[src/rtl/soc_selftest_pkg.sv]
// Shared types and constants for the factorial self-test sequencer.
package soc_selftest_pkg;

    // Sequencer states; 3-bit encoding leaves two spare codes that fall back to idle.
    typedef enum logic [2:0] {
        StIdle,
        StCalc,
        StSocRst,
        StRun,
        StCheck,
        StDone
    } state_t;

    // Default width of the error/timeout counters; they stop at all-ones of this width.
    localparam int unsigned CntWDefault = 16;

    // PC of the final instruction of the factorial program in the SoC memory map.
    localparam logic [31:0] DonePcDefault = 32'h34;

endpackage

[src/rtl/soc_selftest_sequencer_fact_ref.sv]
// Iterative factorial engine: one multiply per cycle, result truncated to DATA_W bits.
module fact_ref #(
    parameter int unsigned DATA_W = 32
) (
    input  logic              clk,
    input  logic              rst,
    input  logic              start,
    input  logic [DATA_W-1:0] n,
    output logic              busy,
    output logic              valid,
    output logic [DATA_W-1:0] result
);

    logic              running_q;
    logic [DATA_W-1:0] acc_q;
    // One bit wider than n so k can step past the largest representable n.
    logic [DATA_W:0]   k_q;
    logic              k_past_n;

    assign k_past_n = k_q > {1'b0, n};
    assign busy     = running_q && !k_past_n;
    assign valid    = running_q && k_past_n;
    assign result   = acc_q;

    // Accumulator and multiplier index; start reloads acc=1, k=2.
    always_ff @(posedge clk or posedge rst) begin
        if (rst) begin
            running_q <= 1'b0;
            acc_q     <= '0;
            k_q       <= '0;
        end else if (start) begin
            running_q <= 1'b1;
            acc_q     <= DATA_W'(1);
            k_q       <= (DATA_W + 1)'(2);
        end else if (busy) begin
            acc_q <= acc_q * k_q[DATA_W-1:0];
            k_q   <= k_q + (DATA_W + 1)'(1);
        end else if (valid) begin
            running_q <= 1'b0;
        end
    end

endmodule

[src/rtl/soc_selftest_sequencer.sv]
// Runs the SoC factorial program for every n in [N_FIRST..N_LAST] and scores the results.
module soc_selftest_sequencer
    import soc_selftest_pkg::*;
#(
    parameter int unsigned DATA_W      = 32,
    parameter int unsigned N_FIRST     = 0,
    parameter int unsigned N_LAST      = 12,
    parameter logic [31:0] DONE_PC     = DonePcDefault,
    parameter int unsigned TIMEOUT_CYC = 4096,
    parameter int unsigned RST_CYC     = 2,
    parameter int unsigned CNT_W       = CntWDefault
) (
    input  logic              clk,
    input  logic              rst,
    input  logic              start,
    input  logic [31:0]       pc_current,
    input  logic [DATA_W-1:0] gp_result,
    output logic [DATA_W-1:0] gp_arg,
    output logic              soc_rst,
    output logic              busy,
    output logic              done,
    output logic              pass,
    output logic [DATA_W-1:0] cur_n,
    output logic [DATA_W-1:0] exp_value,
    output logic [CNT_W-1:0]  err_count,
    output logic [CNT_W-1:0]  timeout_count,
    output logic              fail_valid,
    output logic [DATA_W-1:0] fail_n
);

    if (N_LAST < N_FIRST) begin : g_bad_range
        $error("soc_selftest_sequencer: N_LAST must be >= N_FIRST");
    end

    localparam logic [DATA_W-1:0] NFirstVal   = DATA_W'(N_FIRST);
    localparam logic [DATA_W-1:0] NLastVal    = DATA_W'(N_LAST);
    localparam logic [31:0]       RstLast     = 32'(RST_CYC - 1);
    localparam logic [31:0]       TimeoutLast = 32'(TIMEOUT_CYC - 1);
    localparam logic [CNT_W-1:0]  CntMax      = '1;

    state_t            state_q, state_d;
    logic [DATA_W-1:0] cur_n_q, cur_n_d;
    logic [DATA_W-1:0] exp_q, exp_d;
    logic [CNT_W-1:0]  err_q, err_d;
    logic [CNT_W-1:0]  to_q, to_d;
    logic              fv_q, fv_d;
    logic [DATA_W-1:0] fn_q, fn_d;
    logic [31:0]       cyc_q, cyc_d;
    logic              pc_hit_q, pc_hit_d;

    logic              pc_hit, run_done;
    logic              enter_calc, fail, timeout, advance;
    logic              fact_start, fact_busy, fact_valid;
    logic [DATA_W-1:0] fact_result;

    assign pc_hit     = pc_current == DONE_PC;
    // Only a rising edge counts, so a PC parked at DONE_PC across the SoC reset is ignored.
    assign run_done   = pc_hit && !pc_hit_q;
    assign fact_start = enter_calc && !fact_busy;

    fact_ref #(
        .DATA_W(DATA_W)
    ) u_fact (
        .clk   (clk),
        .rst   (rst),
        .start (fact_start),
        .n     (cur_n_q),
        .busy  (fact_busy),
        .valid (fact_valid),
        .result(fact_result)
    );

    // Next-state, scoring and advance logic.
    always_comb begin
        state_d    = state_q;
        cur_n_d    = cur_n_q;
        exp_d      = exp_q;
        err_d      = err_q;
        to_d       = to_q;
        fv_d       = fv_q;
        fn_d       = fn_q;
        cyc_d      = '0;
        pc_hit_d   = pc_hit;
        enter_calc = 1'b0;
        fail       = 1'b0;
        timeout    = 1'b0;
        advance    = 1'b0;

        unique case (state_q)
            StIdle, StDone: begin
                if (start) begin
                    state_d    = StCalc;
                    cur_n_d    = NFirstVal;
                    exp_d      = '0;
                    err_d      = '0;
                    to_d       = '0;
                    fv_d       = 1'b0;
                    fn_d       = '0;
                    enter_calc = 1'b1;
                end
            end
            StCalc: begin
                if (fact_valid) begin
                    exp_d   = fact_result;
                    state_d = StSocRst;
                end
            end
            StSocRst: begin
                pc_hit_d = 1'b1;
                if (cyc_q == RstLast) state_d = StRun;
                else                  cyc_d   = cyc_q + 32'd1;
            end
            StRun: begin
                if (run_done) begin
                    state_d = StCheck;
                end else if (cyc_q == TimeoutLast) begin
                    timeout = 1'b1;
                    fail    = 1'b1;
                    advance = 1'b1;
                end else begin
                    cyc_d = cyc_q + 32'd1;
                end
            end
            StCheck: begin
                fail    = gp_result != exp_q;
                advance = 1'b1;
            end
            default: state_d = StIdle;
        endcase

        if (timeout && to_q != CntMax) to_d = to_q + CNT_W'(1);
        if (fail) begin
            if (err_q != CntMax) err_d = err_q + CNT_W'(1);
            if (!fv_q) begin
                fv_d = 1'b1;
                fn_d = cur_n_q;
            end
        end
        if (advance) begin
            if (cur_n_q == NLastVal) begin
                state_d = StDone;
            end else begin
                cur_n_d    = cur_n_q + DATA_W'(1);
                state_d    = StCalc;
                enter_calc = 1'b1;
            end
        end
    end

    // State and result registers; reset returns every output to zero.
    always_ff @(posedge clk or posedge rst) begin
        if (rst) begin
            state_q  <= StIdle;
            cur_n_q  <= '0;
            exp_q    <= '0;
            err_q    <= '0;
            to_q     <= '0;
            fv_q     <= 1'b0;
            fn_q     <= '0;
            cyc_q    <= '0;
            pc_hit_q <= 1'b0;
        end else begin
            state_q  <= state_d;
            cur_n_q  <= cur_n_d;
            exp_q    <= exp_d;
            err_q    <= err_d;
            to_q     <= to_d;
            fv_q     <= fv_d;
            fn_q     <= fn_d;
            cyc_q    <= cyc_d;
            pc_hit_q <= pc_hit_d;
        end
    end

    assign soc_rst       = state_q == StSocRst;
    assign busy          = state_q != StIdle && state_q != StDone;
    assign done          = state_q == StDone;
    assign pass          = done && err_q == '0;
    assign gp_arg        = cur_n_q;
    assign cur_n         = cur_n_q;
    assign exp_value     = exp_q;
    assign err_count     = err_q;
    assign timeout_count = to_q;
    assign fail_valid    = fv_q;
    assign fail_n        = fn_q;

endmodule

[config.mk]
export PLATFORM = sky130hd
export DESIGN_NAME = soc_selftest_sequencer
export DESIGN_NICKNAME = d
export VERILOG_FILES = /design/src/rtl/soc_selftest_pkg.sv /design/src/rtl/soc_selftest_sequencer_fact_ref.sv /design/src/rtl/soc_selftest_sequencer.sv
export SDC_FILE = /design/constraint.sdc
export NUM_CORES = 2
export LEC_CHECK = 0
export CORE_ASPECT_RATIO = 0.5
export CORE_MARGIN = 10
export CORE_UTILIZATION = 55
export DETAILED_ROUTE_END_ITERATION = 10
export PLACE_DENSITY = 0.76
export SETUP_SLACK_MARGIN = 0.1
export SLEW_MARGIN = 20
export SYNTH_ARGS = -nofsm -noshare
export SYNTH_HDL_FRONTEND = slang
export SYNTH_HIERARCHICAL = 1
export SYNTH_SLANG_ARGS = --single-unit
[constraint.sdc]
create_clock -name clk -period 9.1 [get_ports clk]
set_clock_uncertainty 0.05 [all_clocks]
set_input_delay 1.82 -clock clk [delete_from_list [all_inputs] [get_ports clk]]
set_output_delay 1.82 -clock clk [all_outputs]
set_load 0.03 [all_outputs]
; After elaboration in Yosys (flattened, before gate mapping)
; Cells that the tools add are included.
[totals]
wordCells = 113
ff_bits = 231
out_inout_bits = 165
input_bits = 67
[op_classes]
reduce_logical = 23
n_eq_ne = 21
multipliers = 1
n_addsub = 5
mux = 50
magnitude_cmp = 1
[op_table]
columns = cell, count
row1 = 32-bit two-way mux, 15
row2 = 32-bit case mux with 2 select lines, 2
row3 = 16-bit two-way mux, 7
row4 = 33-bit two-way mux, 2
row5 = 32-bit by 1-bit adder with 32-bit output (second input constant), 2
row6 = 33-bit by 1-bit adder with 33-bit output (second input constant), 1
row7 = 33-bit by 32-bit greater-than comparator with 1-bit output, 1
row8 = 16-bit by 1-bit adder with 16-bit output (second input constant), 2
row9 = 32-bit by 1-bit == test with 1-bit output (second input constant), 1
row10 = 32-bit by 12-bit == test with 1-bit output (second input constant), 1
row11 = 32-bit by 4-bit == test with 1-bit output (second input constant), 1
row12 = 32-bit by 6-bit == test with 1-bit output (second input constant), 1
row13 = 32-bit by 32-bit multiplier with 32-bit output, 1
row14 = 16-bit != test (second input constant), 2
row15 = 32-bit != test, 1
row16 = 3-bit two-way mux, 6
row17 = 16-bit logical NOT, 1
row18 = 1-bit two-way mux, 15
row19 = 3-bit case mux with 5 select lines, 1
row20 = 3-bit != test (second input constant), 4
row21 = 2-bit nonzero test, 5
row22 = 2-bit != test (second input constant), 4
row23 = 1-bit logical AND, 7
row24 = 3-bit by 2-bit == test with 1-bit output (second input constant), 2
row25 = other kinds (11), 16

; Depth between registers and ports, before layout
[depth]
word_depth = 8
ltp_mapped = 30
ltp_nobuf = 27

; Cells and area by module
; The synthesis kept the hierarchy.
[modules_own_cells]
columns = mod, seq_area_each_um2, cells_per_inst, n_inst, area_per_inst_um2
row1 = fact_ref, 1651.6, 2261, 1, 19895.3
row2 = soc_selftest_sequencer, 4129.0, 970, 1, 8844.7

; Worst setup path after synthesis
; OpenSTA, ideal clock, no wires.
[synth_path]
path_type = register to register
from = register u_fact.k_q[6]
to = register u_fact.acc_q[31] (netlist: u_fact/result[31])
required_ps = 8914
n_path_buf = 3
path_stages_with_launch = 27
path_slack_ps = 2021
period_less_slack_ps = 7079
setup_time_ps = 136
arrival_time_ps = 6893
path_cell_list = dfrtp_1 clkbuf_1 clkbuf_1 and2_1 fa_1 fa_1 fa_1 inv_1 fa_1 inv_1 fa_1 fa_1 fa_1 inv_1 fa_1 inv_1 ha_1 clkbuf_1 a21oi_1 o21ai_0 o21bai_1 a211o_1 o21ai_0 a211oi_1 nor3_1 nand3b_1 a21oi_1
[synth_via]
elab_chain_cells = 6
word_cells_on_any_way = 9
cone_classes = mul (1) / order compare (1) / mux (2) / reduce/logical (5)
[synth_lines]
columns = item, line_no
row1 = from (decl), soc_selftest_sequencer_fact_ref.sv:17  ; logic [DATA_W:0] k_q;
row2 = from (signal assigned), soc_selftest_sequencer_fact_ref.sv:34  ; k_q <= (DATA_W + 1)'(2);
row3 = from (signal assigned), soc_selftest_sequencer_fact_ref.sv:37  ; k_q <= k_q + (DATA_W + 1)'(1);
row4 = branches (longest 6 deep; another with 32-bit by 32-bit multiplier with 32-bit output), --
row5 = to (signal assigned), soc_selftest_sequencer_fact_ref.sv:36  ; acc_q <= acc_q * k_q[DATA_W-1:0];
row6 = to (decl), soc_selftest_sequencer_fact_ref.sv:15  ; logic [DATA_W-1:0] acc_q;
; Parallel ways; which one is timed is not known. The select of a mux whose other input is x is not followed.
; A chain may end at the register's enable or synchronous reset.

; Final worst setup path
[layout_path]
from = register u_fact.k_q[7]
to = register u_fact.acc_q[31] (netlist: u_fact/result[31])
; Same word-level chain as after synthesis.

==> key figures <==
Yosys
  – Main flop type after synthesis: dfrtp_1
  – Yosys warning total: 6
  – Post-synth EDFFs: 0
  – Post-synthesis sequential area ratio: between 20% and 30%
  – Cell taking the most area after synthesis: fa_1
  – Mapped Area: 28700 sq um
  – Syn Nets: ~3900
  – Top-area cell type share of the netlist area: around 28%
  – Post-synthesis async set-or-reset flop share: 100%
  – Area contributors post-synth: fa_1, dfrtp_1, ha_1
  – Synth cell types: between 70 and 80
  – Yosys reg bits: 231
  – Synthesized area per cell: ~8.9 sq um
  – Synth Instances: about 3200

Die
  – Die Ht: approximately 180 microns
  – Core Region: about 52000 sq um
  – DIE AREA: 62400 sq um
  – Initial Util: a little under three fifths
  – DIE WIDTH: ~340 microns
  – # IOs: between 200 and 250
  – Row cnt: ~60

Final layout
  – # fillers: approximately 4200
  – Layout cells sized above 1: 3.56%
  – Synthesis-to-finish area growth: 12.0%
  – Nets: 3962
  – Most frequent cells in the layout: inv_1, nand2_1, fa_1
  – Leading cell type in the layout, fill and taps excluded: inv_1

Global routing
  – First-pass GRT wire length: about 130 mm
  – Total GRT Usage: between 20% and 30%
  – Largest net degree at the start of global routing: 106
  – Gr ovfl total: 0
  – Number of global-route vias before repair: 24000
  – Initial antenna violation count: 2

STA
  – Fin crit period: between 8000 and 9000 ps
  – Max Slew Vio Count: 0
  – Slew @ Worst Pin: 1120 ps
  – Worst slew margin: 25.4%
  – Fin crit share: between 90% and 100%
  – Unrepaired setup endpoints after global routing: false
  – Fin worst setup slack: between 900 and 1000 ps
  – Setup TNS: 0 ps
  – Fmax: around 120 MHz
  – WHS: 474 ps
  – Hold Fails Final Rpt: 0
  – Final setup fails: 0

Hold path
  – Hold Startpoint: fail_n[0]
  – WHS Path Cells: 2
  – Hold endpoint: fail_n[0]
  – HP Class: flop to flop

Critical path
  – CP top delay family: adder cells
  – Cell mode on critical path: fa_1
  – CP max stage cell: dfrtp_1
  – Crit Path Max Fanout: 30
  – Arrival time worst endpoint: approximately 8600 ps
  – Critical path class: flop to flop
  – Critical path endpoint category: flop
  – Reg-to-reg startpoint: u_fact/k_q[7]
  – CP required: approximately 9500 ps
  – Startpoint type of the worst setup path: flop
  – Worst r2r path cells: 23
  – CP bufs+invs: 4
  – Max stage delay on crit path: 1060 ps
  – Cell-by-cell listing of the critical path: and2_1, fa_1, fa_1, fa_1, inv_1, fa_1, inv_1, fa_1, fa_1, fa_1, inv_1, fa_1, inv_1, ha_1, nand3_1, nor2_1, nand2_1, a21oi_1, o21ai_0, a211oi_1, nor3_1, nand3b_1, a21oi_1
  – R2R Path End: u_fact/result[31]
  – Reg2Reg Setup Slack: 910 ps

Clock network
  – H-tree depth: 1
  – CTS Buf Count: 24
  – CTS Hold Bufs: 0
  – Worst-skew pair later-pin latency: roughly 550 ps
  – Root Buffer: clkbuf_16
  – Clk slew on worst S/H paths: roughly 70 ps
  – Clock sinks: ~230
  – Clock buffer depth: 3
  – CTS tree: done
  – Setup bufs post-CTS: 0
  – # resized after CTS: 0

Run
  – Maxcap violations: 0

Routing
  – DRC errors left: 0
  – Drt pass-1 iters: 6
  – Antenna Nets Post-Route: 0
  – Detailed Route WL: 83.8 mm
  – Via/cell ratio: about 5.7
  – Via Count: 23200
  – Wire per inst: 20.7 microns
  – Initial DRC Count: between 1500 and 2000

Power and ir drop
  – P_leak: 15.3 nW
  – Peak supply drop: between 0.1 and 0.15 mV
  – Pwr per Cell Area: 67.3 nW/um^2

Placement
  – Port Buffers: 231
  – Post-Place Worst Slack: around 990 ps
  – Placer's final routability congestion estimate: roughly 0.92
  – Post-DP HPWL: 62.3 mm

Outcome
  – Status: complete, no violations
-- state kept, by name (all words and copies together) (netlist names), 3 cells and up --
name           count
cur_n             32
cyc_q             32
err_count         16
exp_value         32
fail_n            32
state_q            3
timeout_count     16
u_fact/k_q        33
u_fact/result     32
-- how the worst max path moves through the flow --
stage / from / endpoint / slack, ps / cells past startpoint
global route: u_fact/k_q[7] / u_fact/result[31] / 640 / 23
detailed placement: u_fact/k_q[5] / u_fact/result[31] / 990 / 25
finish: u_fact/k_q[7] / u_fact/result[31] / 910 / 23
floorplan: u_fact/k_q[6] / u_fact/result[31] / 2020 / 26
CTS: u_fact/k_q[5] / u_fact/result[31] / 950 / 23
global placement: u_fact/k_q[5] / u_fact/result[31] / 1140 / 23
-- report_power, final --
part / total [mW] / internal, mW / switching (mW)
Combinational: 0.0601 / 0.0308 / 0.0293
Clock: 1.08 / 0.633 / 0.448
Sequential: 1.03 / 1.03 / 0.0000342
Total: 2.17 / 1.69 / 0.478
-- through the flow --
step | power [mW] | area, sq um | cells | util (%)
final | 2.17 | 32200 | 4045 | 62.1
after global routing | 2.23 | 32200 | 4043 | 62.1
after CTS | 2.19 | 32200 | 4043 | 62.1
after detailed placement | 1.11 | 31300 | 3999 | 60.5
after global placement | 1.11 | 31300 | 3999 | 60.5
after floorplan | 1.07 | 28700 | 3231 | -
-- logic make-up after synthesis --
logic type               Yosys count  share of synthesized area (%)
AND/OR/NAND/NOR                 1154                           20.5
buffers and inverters            740                           10.2
adder cells (fa/ha/maj)          571                           35.5
AO/OA/AOI/OAI                    331                           7.10
flip-flops                       231                           20.1
XOR/XNOR                         145                           4.47
multiplexers                      59                           2.09
-- tightest hold or removal path, delay by kind of cell (launching register included) --
kind             cells  cell delay, ps
AND/OR/NAND/NOR      1              60
flip-flops           1             370
multiplexers         1              60
-- cells in the mapped netlist (17+ instances only) --
cell type  count
dfrtp_1      231
xor2_1        29
a21o_1        21
nor2b_1       19
nand3_1       62
xnor2_1      115
and3_1        17
ha_1         163
nand4_1       42
buf_4         36
mux2i_1       53
or4_1         23
clkbuf_1     150
a21oi_1      106
or3_1         21
nor4_1        39
nand2_1      452
o31ai_1       27
nor3_1        21
nor2_1        89
fa_1         408
inv_1        538
and2_1       320
o21ai_0      100
-- cell type report --
class,count,area [sq um],area share (%)
multi-input combinational,2260,20100,62.3
sequential,231,5780,18.0
timing repair buffer,269,2600,8.07
inverter,538,2020,6.29
tap,701,877,2.72
clock buffer,34,708,2.20
clock inverter,10,151,0.470
antenna,2,5.00,0.0155
-- routing by layer --
layer  vias up  global-route usage, %  part of all wire (%)
met1     11600                   35.0                    39
li1      10300                      -                     -
met5         -                      0                 0.031
met3       196                   6.16                    10
met4         4                   9.16                   3.5
met2      1157                   43.7                    47
Note: power is estimated with default switching activity, not from simulation.
